<file path="config.mk">
export PLATFORM = sky130hd
export DESIGN_NAME = midi_uart_rx_flat
export DESIGN_NICKNAME = d
export VERILOG_FILES = /design/src/rtl/midi_uart_rx_if.sv /design/src/rtl/midi_uart_rx.sv /design/src/flat_wrapper.sv
export SDC_FILE = /design/constraint.sdc
export NUM_CORES = 1
export LEC_CHECK = 0
export ABC_AREA = 1
export CAP_MARGIN = 5
export CORE_UTILIZATION = 56
export DETAILED_ROUTE_END_ITERATION = 6
export PLACE_DENSITY = 0.79
export SLEW_MARGIN = 25
export SYNTH_ARGS = -nofsm -noshare
export SYNTH_HDL_FRONTEND = slang
export SYNTH_SLANG_ARGS = --single-unit
</file>
<file path="constraint.sdc">
create_clock -name clk -period 1.6 [get_ports clk]
set_clock_uncertainty 0.05 [all_clocks]
set_input_delay 0.4 -clock clk [delete_from_list [all_inputs] [get_ports clk]]
set_output_delay 0.4 -clock clk [all_outputs]
set_load 0.02 [all_outputs]
</file>
<file path="src/rtl/midi_uart_rx_if.sv">
// rtl/midi_uart_rx_if.sv - MIDI serial line in, received bytes and note events out
interface midi_uart_rx_if;
    logic       midi_rx;
    logic [7:0] midi_data;
    logic       midi_valid;
    logic       framing_error;
    logic       note_valid;
    logic       note_on;
    logic [3:0] note_channel;
    logic [6:0] note_num;
    logic [6:0] note_vel;

    modport master (
        input  midi_rx,
        output midi_data, midi_valid, framing_error,
        output note_valid, note_on, note_channel, note_num, note_vel
    );

    modport slave (
        output midi_rx,
        input  midi_data, midi_valid, framing_error,
        input  note_valid, note_on, note_channel, note_num, note_vel
    );
endinterface

</file>
<file path="src/rtl/midi_uart_rx.sv">
// rtl/midi_uart_rx.sv - MIDI UART receiver with Note On/Off parser and running status
module midi_uart_rx #(
    parameter int CLKS_PER_BIT = 1600
) (
    input  logic           clk,
    input  logic           rst_n,
    midi_uart_rx_if.master bus
);
    localparam int CW = $clog2(CLKS_PER_BIT);
    localparam logic [CW-1:0] FULL_M1 = CW'(CLKS_PER_BIT - 1);
    localparam logic [CW-1:0] HALF_M1 = CW'(CLKS_PER_BIT / 2 - 1);

    typedef enum logic [2:0] {S_IDLE, S_START, S_DATA, S_STOP, S_WAIT_IDLE} state_t;

    state_t        state_q, state_d;
    logic          rx_meta_q, rx_sync_q;
    logic [CW-1:0] cnt_q, cnt_d;
    logic [2:0]    bit_idx_q, bit_idx_d;
    logic [7:0]    shift_q, shift_d;
    logic [7:0]    data_q, data_d;
    logic          valid_q, valid_d;
    logic          ferr_q, ferr_d;

    logic [7:0]    status_q, status_d;
    logic          has_status_q, has_status_d;
    logic          data_cnt_q, data_cnt_d;
    logic [6:0]    first_q, first_d;
    logic          note_valid_q, note_valid_d;
    logic          note_on_q, note_on_d;
    logic [3:0]    note_channel_q, note_channel_d;
    logic [6:0]    note_num_q, note_num_d;
    logic [6:0]    note_vel_q, note_vel_d;

    always_comb begin
        state_d   = state_q;
        cnt_d     = cnt_q;
        bit_idx_d = bit_idx_q;
        shift_d   = shift_q;
        data_d    = data_q;
        valid_d   = 1'b0;
        ferr_d    = 1'b0;
        case (state_q)
            S_IDLE: begin
                if (!rx_sync_q) begin
                    state_d = S_START;
                    cnt_d   = '0;
                end
            end
            S_START: begin
                // Mid-start-bit sample: a high line here means the edge was a glitch
                if (cnt_q == HALF_M1) begin
                    cnt_d     = '0;
                    bit_idx_d = '0;
                    state_d   = rx_sync_q ? S_IDLE : S_DATA;
                end else begin
                    cnt_d = cnt_q + CW'(1);
                end
            end
            S_DATA: begin
                if (cnt_q == FULL_M1) begin
                    cnt_d   = '0;
                    shift_d = {rx_sync_q, shift_q[7:1]};
                    if (bit_idx_q == 3'd7) state_d = S_STOP;
                    else                   bit_idx_d = bit_idx_q + 3'd1;
                end else begin
                    cnt_d = cnt_q + CW'(1);
                end
            end
            S_STOP: begin
                if (cnt_q == FULL_M1) begin
                    cnt_d = '0;
                    if (rx_sync_q) begin
                        valid_d = 1'b1;
                        data_d  = shift_q;
                        state_d = S_IDLE;
                    end else begin
                        ferr_d  = 1'b1;
                        state_d = S_WAIT_IDLE;
                    end
                end else begin
                    cnt_d = cnt_q + CW'(1);
                end
            end
            S_WAIT_IDLE: begin
                if (rx_sync_q) state_d = S_IDLE;
            end
            default: state_d = S_IDLE;
        endcase
    end

    always_comb begin
        status_d       = status_q;
        has_status_d   = has_status_q;
        data_cnt_d     = data_cnt_q;
        first_d        = first_q;
        note_valid_d   = 1'b0;
        note_on_d      = note_on_q;
        note_channel_d = note_channel_q;
        note_num_d     = note_num_q;
        note_vel_d     = note_vel_q;
        if (valid_q) begin
            if (data_q[7:3] == 5'b11111) begin
                // realtime bytes are transparent to the message in progress
            end else if (data_q[7:4] == 4'hF) begin
                has_status_d = 1'b0;
            end else if (data_q[7]) begin
                status_d     = data_q;
                has_status_d = 1'b1;
                data_cnt_d   = 1'b0;
            end else if (has_status_q) begin
                if (status_q[7:5] == 3'b110) begin
                    data_cnt_d = 1'b0;
                end else if (!data_cnt_q) begin
                    first_d    = data_q[6:0];
                    data_cnt_d = 1'b1;
                end else begin
                    data_cnt_d = 1'b0;
                    if (status_q[7:5] == 3'b100) begin
                        note_valid_d   = 1'b1;
                        note_on_d      = status_q[4] && (data_q[6:0] != 7'd0);
                        note_channel_d = status_q[3:0];
                        note_num_d     = first_q;
                        note_vel_d     = data_q[6:0];
                    end
                end
            end
        end
    end

    always_ff @(posedge clk or negedge rst_n) begin
        if (!rst_n) begin
            rx_meta_q      <= 1'b1;
            rx_sync_q      <= 1'b1;
            state_q        <= S_IDLE;
            cnt_q          <= '0;
            bit_idx_q      <= '0;
            shift_q        <= '0;
            data_q         <= '0;
            valid_q        <= 1'b0;
            ferr_q         <= 1'b0;
            status_q       <= '0;
            has_status_q   <= 1'b0;
            data_cnt_q     <= 1'b0;
            first_q        <= '0;
            note_valid_q   <= 1'b0;
            note_on_q      <= 1'b0;
            note_channel_q <= '0;
            note_num_q     <= '0;
            note_vel_q     <= '0;
        end else begin
            rx_meta_q      <= bus.midi_rx;
            rx_sync_q      <= rx_meta_q;
            state_q        <= state_d;
            cnt_q          <= cnt_d;
            bit_idx_q      <= bit_idx_d;
            shift_q        <= shift_d;
            data_q         <= data_d;
            valid_q        <= valid_d;
            ferr_q         <= ferr_d;
            status_q       <= status_d;
            has_status_q   <= has_status_d;
            data_cnt_q     <= data_cnt_d;
            first_q        <= first_d;
            note_valid_q   <= note_valid_d;
            note_on_q      <= note_on_d;
            note_channel_q <= note_channel_d;
            note_num_q     <= note_num_d;
            note_vel_q     <= note_vel_d;
        end
    end

    assign bus.midi_data     = data_q;
    assign bus.midi_valid    = valid_q;
    assign bus.framing_error = ferr_q;
    assign bus.note_valid    = note_valid_q;
    assign bus.note_on       = note_on_q;
    assign bus.note_channel  = note_channel_q;
    assign bus.note_num      = note_num_q;
    assign bus.note_vel      = note_vel_q;
endmodule

</file>
<file path="src/flat_wrapper.sv">
// flat-port wrapper written by rule: the top's interface ports become plain ports
module midi_uart_rx_flat 
#(
    parameter int CLKS_PER_BIT = 1600
)
  (clk, rst_n, bus_midi_rx, bus_midi_data, bus_midi_valid, bus_framing_error, bus_note_valid, bus_note_on, bus_note_channel, bus_note_num, bus_note_vel);
  midi_uart_rx_if bus_i ();
  input  logic clk;
  input  logic rst_n;
  input wire logic [$bits(bus_i.midi_rx)-1:0] bus_midi_rx;
  output wire logic [$bits(bus_i.midi_data)-1:0] bus_midi_data;
  output wire logic [$bits(bus_i.midi_valid)-1:0] bus_midi_valid;
  output wire logic [$bits(bus_i.framing_error)-1:0] bus_framing_error;
  output wire logic [$bits(bus_i.note_valid)-1:0] bus_note_valid;
  output wire logic [$bits(bus_i.note_on)-1:0] bus_note_on;
  output wire logic [$bits(bus_i.note_channel)-1:0] bus_note_channel;
  output wire logic [$bits(bus_i.note_num)-1:0] bus_note_num;
  output wire logic [$bits(bus_i.note_vel)-1:0] bus_note_vel;
  assign bus_i.midi_rx = bus_midi_rx;
  assign bus_midi_data = bus_i.midi_data;
  assign bus_midi_valid = bus_i.midi_valid;
  assign bus_framing_error = bus_i.framing_error;
  assign bus_note_valid = bus_i.note_valid;
  assign bus_note_on = bus_i.note_on;
  assign bus_note_channel = bus_i.note_channel;
  assign bus_note_num = bus_i.note_num;
  assign bus_note_vel = bus_i.note_vel;
  midi_uart_rx #(.CLKS_PER_BIT(CLKS_PER_BIT)) u_core (.clk(clk), .rst_n(rst_n), .bus(bus_i));
endmodule
</file>
## Word-level counts from Yosys, hierarchy flattened

Cells that the tools add are included.

- Memories: 0
- Memory bits (read-only): 0
- Bits in latches: 0
- Register bits: 74
- Memory bits (writable): 0

- Add/subtract/negate cells: 2
- Muxes and demuxes: 37
- Div/mod/pow operators: 0
- Bitwise logic cells: 5
- Equality and inequality tests: 18
- Shift-type cells: 0
- Reductions and logical operators: 18
- Multiply operators: 0
- $lt $le $gt $ge: 0

Operators with widths:

| cell | count |
|---|---|
| 2-to-1 mux 11 bit | 3 |
| case mux 11 bit (3 select lines) | 1 |
| 2-to-1 mux 3 bit | 10 |
| 2-to-1 mux 1 bit | 20 |
| case mux 3 bit (5 select lines) | 1 |
| equality test 3 bit (second input constant) | 4 |
| AND reduction 4 bit | 3 |
| adder 11 x 1 -> 11 bit (second input constant) | 1 |
| equality test 11 x 10 -> 1 bit (second input constant) | 1 |
| equality test 11 bit (second input constant) | 1 |
| != test 2 x 1 -> 1 bit (second input constant) | 5 |
| AND reduction 8 bit | 1 |
| AND reduction 7 bit | 1 |
| nonzero test 7 bit | 1 |
| equality test 3 x 2 -> 1 bit (second input constant) | 2 |
| case mux 3 bit (2 select lines) | 1 |
| AND reduction 3 bit | 2 |
| AND reduction 6 bit | 1 |
| nonzero test 2 bit | 3 |
| equality test 5 bit (second input constant) | 1 |
| NOT 1 bit | 5 |
| equality test 4 bit (second input constant) | 1 |
| != test 2 bit (second input constant) | 2 |
| AND reduction 2 bit | 2 |
| other kinds (7) | 7 |

## Logic depth before layout (Yosys ltp)

Gate-level depths: netlist (run 1).

- Depth after elaboration: 9
- Gate-level depth with buffers: 10
- Gate-level depth less buffers: 10

## Least setup slack after synthesis (run 1)

Ideal clock, no wire load.

- Path type: register to register
- From: register u_core.cnt_q[0]
- To: register u_core.state_q[0]
- Setup time: 0.121 ns
- Path buffers: 1
- Stages on the path, launching flop included: 10
- Setup slack: 0.120 ns
- Data arrival time: 1.309 ns
- Cells stage by stage: dfrtp_1 > ha_1 > nand2_2 > nor2_2 > nand3_4 > buf_6 > nand2_4 > nand3_2 > o21bai_1 > nand2_1

- Cells in the longest elaborated chain, start to end: 3
- Elaborated cells on any way between the ends: 6
- Those cells by class: eq/ne (5); reduce/logical (1)

Ends and longest elaborated chain:

| item | line | text |
|---|---|---|
| from (decl) | midi_uart_rx.sv:17 | `logic [CW-1:0] cnt_q, cnt_d;` |
| from (signal assigned) | midi_uart_rx.sv:154 | `cnt_q <= cnt_d;` |
| equality test 11 bit / equality test 11 x 10 -> 1 bit (equally long branches) | midi_uart_rx.sv:60, midi_uart_rx.sv:70, midi_uart_rx.sv:51 |  |
| != test 2 x 1 -> 1 bit (no line) | -- |  |
| AND reduction 6 bit (no line) * | -- |  |
| to (signal assigned) | midi_uart_rx.sv:153 | `state_q <= state_d;` |
| to (decl) | midi_uart_rx.sv:15 | `state_t state_q, state_d;` |

Every way passes the cells marked *; elsewhere a longest branch is shown, timed or not.
A chain may end at the register's enable or synchronous reset.

## Worst setup path in the final report (run 1)

- From: register u_core.cnt_q[1]
- To: register u_core.state_q[1]

Same word-level chain as after synthesis.

==> results of run 1 <==
-- critical path, cell delays in order (launching register included) --
cell      delay, ps
dfrtp_1         410
ha_4            170
nand2_4          70
nor2_4          120
nand3_4         140
buf_6           160
nand2_4          40
nand3_2          80
o21bai_1        160
nand2_1          80
-- flip-flops by register name (all words and copies together), names as in the netlist, 3 cells and up --
| name | flops |
|---|---|
| u_core.cnt_q | 11 |
| u_core.bus.midi_data | 8 |
| u_core.shift_q | 8 |
| u_core.status_q | 8 |
| u_core.bus.note_num | 7 |
| u_core.bus.note_vel | 7 |
| u_core.first_q | 7 |
| u_core.bus.note_channel | 4 |
| u_core.bit_idx_q | 3 |
| u_core.state_q | 3 |
-- metal layers --
layer	vias up	routed length, µm	GRT usage, %
met3	13	196	4.07
met1	1216	2750	28.2
met5	-	0	0
met4	0	163	12.8
li1	1274	-	-
met2	55	3120	37.4
-- layout by cell type (no fill, tap or decap), types with 3 or more instances in the layout --
cell type      count
clkbuf_8          10
clkinv_2           3
nor3_1             5
nand4_1            3
dlygate4sd2_1     29
inv_2              6
nor2_1            21
buf_4             13
nor2_4             8
o21ai_1           25
o21ai_0           18
nor3_2             3
nand2_1          119
nand2_2            6
nand3_1           11
inv_1             33
dfrtp_1           72
a21oi_1            3
-- worst max-delay path by stage --
stage / end / slack, ps / cells past startpoint
4_1_cts: u_core.bit_idx_q[0] / 4 / 10
3_3_place_gp: u_core.cnt_q[7] / 70 / 8
5_1_grt: u_core.state_q[1] / -70 / 9
6_report: u_core.state_q[1] / -0.2 / 9
2_1_floorplan: u_core.state_q[0] / 120 / 9
3_5_place_dp: u_core.cnt_q[6] / -10 / 8
-- through the flow --
step | util, % | worst slack (ps) | hold slack [ps] | power (µW) | cell area, µm²
3_5_place_dp | 66.8 | -11.2 | 223 | 1960 | 3700
6_report | 71.6 | -0.179 | 314 | 3180 | 3970
4_1_cts | 69.4 | 4.33 | 313 | 3220 | 3840
3_3_place_gp | 66.8 | 73.1 | 226 | 1960 | 3700
2_1_floorplan | - | 120 | 54.4 | 1910 | 3240
5_1_grt | 71.6 | -73.9 | 318 | 3310 | 3970
-- where the power goes --
group	switching [µW]	internal (µW)	total [µW]
clock	663	597	1260
combinational	37.2	11.8	49.0
sequential	2.03	1870	1880
total	702	2480	3180
-- what timing repair did --
action,4_1_cts,5_1_grt
gates resized for setup,31,17
hold endpoints to repair,8,0
hold buffers,1,0
pin swaps,1,4
setup endpoints to repair,34,27
setup buffers,0,4
gates cloned,0,1
-- layout make-up --
type,instances,area [µm²]
Multi-Input combinational cell,246,1250
Inverter,39,146
Clock buffer,11,141
Fill cell,436,1570
Timing Repair Buffer,50,449
Sequential cell,74,1850
Tap cell,72,90.1
Clock inverter,5,30.0
-- cells by family after synthesis --
logic type      Yosys count  synth area share (%)
compound gates           54                  8.82
simple gates            185                  25.8
fa+ha+maj                 3                  1.16
xor+xnor                  3                 0.812
buf+inv                  47                  6.15
flops                    74                  57.3
==> results by group, run 1 <==
Outcome
  • Status: finished with violations
  • Violated checks: negative setup slack

GRT
  • Largest net degree at the start of global routing: 55
  • Global-route wire length before repair: 10500 µm
  • GR Overflow Total: 0
  • Vias in the first global route: 2424
  • Initial antenna violation count: 0
  • Total global-route track usage: 22.6%

Synthesis
  • Seq cells post-synth: 74
  • Post-Synthesis Cells: 366
  • Yosys top cell area share: 55.7%
  • Count leader, synth: nand2_1
  • Syn Area/Cell: 8.84 µm²
  • Top post-synthesis cells by area: dfrtp_1 (56%), nand2_1 (14%), o21ai_1 (4.0%), inv_1 (3.8%), o21ai_0 (2.8%)
  • Post-synth top cells: nand2_1 (123), dfrtp_1 (72), inv_1 (33)
  • Post-synth net total: 372
  • Area leader, netlist: dfrtp_1
  • Synthesized area: 0.00324 mm²
  • Library cells used by synthesis: 33
  • Yosys warnings: 0
  • Post-synth top flop: dfrtp_1
  • Post-synth EDFFs: 0
  • Asr flop ratio synth: 100%
  • Sequential area share after synthesis: 57.3%

Worst hold path
  • Class of the worst hold path: flip-flop to flip-flop
  • Hold path cells: 0
  • WHS Endpoint: u_core.rx_sync_q
  • HP Start: u_core.rx_meta_q

Critical path
  • Critical path endpoint category: flip-flop
  • Crit path arrival time: 1780 ps
  • Worst R2R Path Depth: 9
  • Critical Setup Path Class: flip-flop to flip-flop
  • CP required: 1780 ps
  • Crit start category: flip-flop
  • R2r setup slk: -0.2 ps
  • Critical Path Start: u_core.cnt_q[1]
  • RR Startpoint: u_core.cnt_q[1]
  • R2R Path End: u_core.state_q[1]
  • CP max FO: 7

Drt
  • First-pass detailed-route iteration total: 4
  • Final wirelength: 6230 µm
  • Average wire per standard cell: 12.5 µm
  • Drt drc: 0
  • Antenna-violating nets left: 0
  • Initial DRC Count: 138
  • DR vias/cell: 5.15
  • Vias: 2558

Layout
  • ANT cells: 0
  • P&R area growth vs syn: 22.6%
  • Layout cells sized above 1: 16.0%
  • Layout Cells excl Fill: 497
  • Nets@finish: 426

Timing
  • PnR worst setup slack: -0.179 ps
  • Relative slew margins: 72.8%
  • Endpoints failing setup: 1
  • Period utilisation layout: 100%
  • Final Max Slew Viols: 0
  • Final Hold Fails: 0
  • Unrepaired setup endpoints after global routing: true
  • Period minus WS final: 1600 ps
  • FMAX: 625 MHz
  • Worst-margin pin slew: 407 ps
  • Setup TNS: -0.179 ps

Clocking
  • Longest Clk Path Bufs: 2
  • Clk Latency, worst-skew pair: 340 ps
  • Clock root buffer: clkbuf_8
  • Clock transition at path regs: 70 ps
  • Htree depth: 3
  • CTS tree: yes
  • Total CTS buffers: 9
  • CTS Sinks: 74

Floorplan
  • Io pins: 33
  • Chip width: 78.0 µm
  • Site row count: 27
  • Starting Density: 58.4%
  • Die height: 78.0 µm
  • Core area: 0.00554 mm²
  • Die area: 0.00609 mm²

Power and ir drop
  • VDD IR-drop max: 0.000502 V
  • Power Dens Cells: 803 mW/mm²
  • Pleak: 0.00210 µW

Place
  • Placed Cells: 475
  • HPWL after DPL: 4350 µm
  • PortBufs: 32
  • GPL Wtd Cong: 0.875

Run
  • Max cap viols: 0
(Power assumes the default switching activity.)
==> run 2, diff against run 1 <==
--- a/config.mk
+++ b/config.mk
@@ -8,6 +8,7 @@
 export ABC_AREA = 1
 export CAP_MARGIN = 5
 export CORE_UTILIZATION = 56
+export CTS_CLUSTER_SIZE = 30
 export DETAILED_ROUTE_END_ITERATION = 6
 export PLACE_DENSITY = 0.79
 export SLEW_MARGIN = 25
==> results of run 2 <==
The final DEF is identical to that of run 1; final timing and power are the same.
==> run 3, diff against run 2 <==
--- a/config.mk
+++ b/config.mk
@@ -6,7 +6,6 @@
 export NUM_CORES = 1
 export LEC_CHECK = 0
 export ABC_AREA = 1
-export CAP_MARGIN = 5
 export CORE_UTILIZATION = 56
 export CTS_CLUSTER_SIZE = 30
 export DETAILED_ROUTE_END_ITERATION = 6
==> results of run 3 <==
The final DEF is identical to that of run 1; final timing and power are the same.
==> variant 1 (config.mk and constraints of run 1) <==
Make the reset (`rst_n`) synchronous in one clocked block.
--- a/src/rtl/midi_uart_rx.sv
+++ b/src/rtl/midi_uart_rx.sv
@@ -127,7 +127,7 @@
         end
     end
 
-    always_ff @(posedge clk or negedge rst_n) begin
+    always_ff @(posedge clk) begin
         if (!rst_n) begin
             rx_meta_q      <= 1'b1;
             rx_sync_q      <= 1'b1;
Formal check against the unedited RTL: no difference found for any inputs over 10 cycles, from zero or initial values and one cycle with rst_n low; that may be too few to reach the edited logic, so the function may still have changed.
==> variant 1 against run 1 <==
- synthesized cell count up 7.9%
- hold slack gained 0.058 ns
- area after synthesis fell by 3.4%
- routed wire length rose by 18%
- design area down 2.0%
- critical endpoint is now u_core.state_q[2]$_SDFFE_PN0P_
- sequential cell count stayed put
- non-clock buffer count is 2 higher
- sequential share of layout area decreased by 8.6 points
- largest cell class unchanged
- critical path depth up 1
- fmax up 1.7%
- setup slack improved by 0.026 ns
- first-iteration DRC count increased by 14%
Power is not compared: it rests on default switching activity, and its combinational part moved more than twofold at a synthesized area within 25%.
==> variant 1: results (changes against run 1) <==
outcome: "completed"  # was finished, violations left
root_buffer: "clkbuf_8"  # unchanged
hold_depth: 1  # was 0
ys_top_cells_by_count: "dfxtp_1, nor2_1, nand2_1"  # was nand2_1, dfrtp_1, inv_1
dominantRegCellSynth: "dfxtp_1"  # was dfrtp_1
detail_route.wl_per_cell_um: 14.1  # was 12.5 um
synth_compound_area_frac: 0.175  # was 0.0882
grt_pass1_wl_um: 11600  # was 10500 um
fin_cells: 520  # was 497
dp.final_hpwl_um: 4450  # was 4350 um
gr-usage-met2: 0.397  # was 0.374
ys_async_sr_fraction: 0  # was 1.00
reg2reg_depth: 10  # was 9
fin_ws_ns: 0.0258  # was -0.000179 ns
io_buffer_count: 32  # unchanged
dp.cells: 495  # was 475
ys_seq_area_frac: 0.474  # was 0.573
grt_pass1_vias: 2499  # was 2424
numCtsBuffers: 9  # unchanged
clock_latency_ns: 0.36  # was 0.34 ns
met3_usage: 0.0643  # was 0.0407
max_slew_margin: 0.789  # was 0.728
routabilityCongestion: 0.894  # was 0.875
htreeDepth: 3  # unchanged
yosys.area_share.adder: 0.0120  # was 0.0116
syn_avg_cell_area_um2: 7.91  # was 8.84 um2
grt_usage: 0.252  # was 0.226
pre_cts_ws_ns: -0.115  # was -0.0112 ns
synth_xor_area_frac: 0.0140  # was 0.00812
routed-via-count: 2791  # was 2558
finalNetCount: 451  # was 426
synth_area_leaders: "dfxtp_1, a21oi_1, o21ai_0"  # was dfrtp_1, nand2_1, o21ai_1
grtUsageMet1: 0.327  # was 0.282
nFillCells: 393  # was 436
drtIter0Drc: 158  # was 138
drtPass1Iterations: 5  # was 4
min_to: "u_core.rx_sync_q$_SDFF_PN1_"  # was u_core.rx_sync_q$_DFF_PN1_
rr_startpoint: "u_core.cnt_q[1]$_SDFFE_PN0P_"  # was u_core.cnt_q[1]$_DFFE_PN0P_
grt_max_degree: 54  # was 55
r2r-end: "u_core.state_q[2]$_SDFFE_PN0P_"  # was u_core.state_q[1]$_DFFE_PN0P_
synth_cell_types: 37  # was 33
cp_slowest_stage_delay_ns: 0.36  # was 0.41 ns
hold_start: "u_core.rx_meta_q$_SDFF_PN1_"  # was u_core.rx_meta_q$_DFF_PN1_
cp_slowest_cell: "dfxtp_2"  # was dfrtp_1
==> variant 1: final cells by class <==
type / instances / area share
Clock inverter: 7 / 0.0180
Inverter: 48 / 0.0463
Tap cell: 70 / 0.0225
Sequential cell: 74 / 0.382
Clock buffer: 9 / 0.0319
Timing Repair Buffer: 52 / 0.120
Multi-Input combinational cell: 260 / 0.379
==> variant 1: how the worst max path moves through the flow <==
| stage | start | to | cells past startpoint |
|---|---|---|---|
| final | u_core.cnt_q[1]$_SDFFE_PN0P_ | u_core.state_q[2]$_SDFFE_PN0P_ | 10 |
| after global routing | u_core.cnt_q[1]$_SDFFE_PN0P_ | u_core.state_q[2]$_SDFFE_PN0P_ | 10 |
| after CTS | u_core.cnt_q[0]$_SDFFE_PN0P_ | u_core.cnt_q[1]$_SDFFE_PN0P_ | 10 |
| after detailed placement | u_core.bus.midi_data[7]$_SDFFE_PN0P_ | u_core.status_q[5]$_SDFFE_PN0P_ | 5 |
| after global placement | rst_n | u_core.rx_meta_q$_SDFF_PN1_ | 4 |
| after floorplan | u_core.cnt_q[0]$_SDFFE_PN0P_ | u_core.cnt_q[10]$_SDFFE_PN0P_ | 8 |
==> variant 1: worst reg2reg max path, stage by stage (launching register included) <==
cell and delay (ns):
dfxtp_2 0.36, ha_4 0.16, nand3_4 0.12, nor2_8 0.22, nand2_8 0.12, nand2_8 0.10, nand2_4 0.07, nor2_4 0.14
nand2_1 0.06, nand2_1 0.05, nor2_1 0.04
==> variant 1: routing by layer <==
layer	vias to the layer above	part of all wire	wire [um]
met5	-	0	0
met4	0	0.020	146
met3	16	0.043	312
met2	69	0.49	3600
met1	1317	0.45	3280
li1	1389	-	-
==> variant 1: metrics by stage <==
stage                     setup TNS (ns)  power (mW)  hold slack [ns]  cell area [um2]
after floorplan                        0        2.90            0.343             3130
after global placement           -0.0816        3.08            0.350             3570
after detailed placement          -0.666        3.13            0.358             3570
after CTS                              0        4.56            0.374             3740
after global routing              -0.521        4.96            0.399             3890
final                                  0        4.73            0.372             3890
==> variant 1: what timing repair did <==
| item | CTS | global route |
|---|---|---|
| gates resized for setup | 34 | 16 |
| pin swaps | 0 | 7 |
| buffers inserted | 0 | 8 |
| gates cloned | 0 | 1 |
| setup endpoints to repair | 46 | 45 |
==> variant 1: kinds of logic after synthesis <==
kind of cell             Yosys count
XOR/XNOR                           5
AO/OA/AOI/OAI                    101
AND/OR/NAND/NOR                  150
buffers and inverters             62
adder cells (fa/ha/maj)            3
flip-flops                        74
==> variant 1: report_power, final <==
| group | total (mW) | leakage, nW | internal [mW] | switching, mW |
|---|---|---|---|---|
| clock | 1.46 | 0.0990 | 0.717 | 0.744 |
| combinational | 1.24 | 1.03 | 0.429 | 0.810 |
| sequential | 2.03 | 0.598 | 1.93 | 0.104 |
| total | 4.73 | 1.72 | 3.07 | 1.66 |
==> variant 2 (flow settings as in run 1) <==
Without the edit above. `CLKS_PER_BIT` is set to 1600 in 2 places; all go to 800.
--- a/src/rtl/midi_uart_rx.sv
+++ b/src/rtl/midi_uart_rx.sv
@@ -1,6 +1,6 @@
 // rtl/midi_uart_rx.sv - MIDI UART receiver with Note On/Off parser and running status
 module midi_uart_rx #(
-    parameter int CLKS_PER_BIT = 1600
+    parameter int CLKS_PER_BIT = 800
 ) (
     input  logic           clk,
     input  logic           rst_n,
--- a/src/flat_wrapper.sv
+++ b/src/flat_wrapper.sv
@@ -1,7 +1,7 @@
 // flat-port wrapper written by rule: the top's interface ports become plain ports
 module midi_uart_rx_flat 
 #(
-    parameter int CLKS_PER_BIT = 1600
+    parameter int CLKS_PER_BIT = 800
 )
   (clk, rst_n, bus_midi_rx, bus_midi_data, bus_midi_valid, bus_framing_error, bus_note_valid, bus_note_on, bus_note_channel, bus_note_num, bus_note_vel);
   midi_uart_rx_if bus_i ();
Behaviour: same outputs for any inputs over 10 cycles, from zero or initial values and one cycle with rst_n low; that may be too few to reach the edited logic, so the function may still have changed.
==> variant 2 against run 1 <==
- design area increased by 1.7%
- largest cell class unchanged
- critical path type unchanged
- setup slack better by 0.019 ns
- routed wire length up 4.3%
- sequential cell count down 1
- highest routed layer unchanged
- non-clock buffer count rose by 8
- largest power group unchanged
- area after synthesis hardly changed
- critical endpoint is now u_core.state_q[0]$_DFFE_PN0P_
- combinational power decreased by 6.3%
- first-iteration DRC count grew 36%
- power rose by 9.8%
==> variant 2: results (changes against run 1) <==
grt_pass1_vias: 2265  # was 2424
finalNetCount: 413  # was 426
drive_above_1_share: 0.216  # was 0.160
multi_input_comb_cells: 229  # was 246
grt_usage: 0.229  # was 0.226
viasPerCell: 5.14  # was 5.15
detail_route.wl_per_cell_um: 13.4  # was 12.5 um
clock_latency_ns: 0.35
whs_ns: 0.0134  # was 0.314 ns
syn_inst: 345  # was 366
crit_end: "u_core.state_q[0]$_DFFE_PN0P_"  # was u_core.state_q[1]$_DFFE_PN0P_
yosys.area_share.adder: 0.0116  # about the same
reg2reg_depth: 7  # was 9
cp_slowest_cell: "dfstp_2"  # was dfrtp_1
buffers: 58  # was 50
drtIter0Drc: 187  # was 138
synth_compound_area_frac: 0.107  # was 0.0882
final-clk-cell-share: 0.0549  # was 0.0432
nFillCells: 435  # was 436
postCtsResizedCells: 34  # was 31
synth_cell_types: 35  # was 33
max_slew_margin: 0.740  # was 0.728
inverters: 36  # was 39
synth_area_leaders: "dfrtp_1, nand2_1, o21ai_2"  # was dfrtp_1, nand2_1, o21ai_1
routabilityCongestion: 0.811  # was 0.875
r2r-end: "u_core.state_q[0]$_DFFE_PN0P_"  # was u_core.state_q[1]$_DFFE_PN0P_
ys_top_cells_by_count: "nand2_1, dfrtp_1, inv_1"  # unchanged
io_buffer_count: 32  # unchanged
grt_max_degree: 74  # was 55
n_clock_buffer: 12  # was 11
syn_to_final_growth_pct: 24.5  # was 22.6%
dp.final_hpwl_um: 4190  # was 4350 um
total_leakage_power_nw: 2.11  # was 2.10 nW
ys_seq_area_frac: 0.565  # was 0.573
cp_slowest_stage_delay_ns: 0.60  # was 0.41 ns
critPathMaxFanout: 4  # was 7
buf_share: 0.122  # was 0.113
pre_cts_ws_ns: -0.0121  # was -0.0112 ns
grt_pass1_wl_um: 10700  # was 10500 um
multi_input_area_share: 0.314  # was 0.316
seq_area_um2: 1830  # was 1850 um2
cts_sinks: 73  # was 74
finalCriticalPeriod_ns: 1.58  # was 1.60 ns
rr_startpoint: "u_core.rx_sync_q$_DFF_PN1_"  # was u_core.cnt_q[1]$_DFFE_PN0P_
outcome: "completed"  # was finished, violations left
variant 2: changes by cell type in the layout (fill, tap and decap cells not counted), moves of 4 or more:
cell     before  now
o21ai_1      25   10
nor2_4        8    4
nand3_1      11    6
nor2_1       21   17
buf_4        13   24
nand2_1     119  111
nor3_1        5    0
o21ai_2       1   15
variant 2: power breakdown:
group,switching (mW),internal (mW)
combinational,0.0370,0.00892
sequential,0.00302,1.85
clock,0.676,0.925
total,0.716,2.78
variant 2: routing by layer:
metal,vias to the layer above,part of all wire,GRT usage,routed length [um]
li1,1219,-,-,-
met3,14,0.037,0.0430,238
met1,1196,0.46,0.325,3020
met2,61,0.47,0.342,3080
met4,0,0.024,0.111,157
met5,-,0,0,0
variant 2: cells by family (layout without fill, tap and decap cells):
group | after synthesis | count (layout)
AND/OR/NAND/NOR | 166 | 166
flip-flops | 73 | 73
AO/OA/AOI/OAI | 55 | 55
buffers and inverters | 43 | 110
XOR/XNOR | 5 | 5
adder cells (fa/ha/maj) | 3 | 3
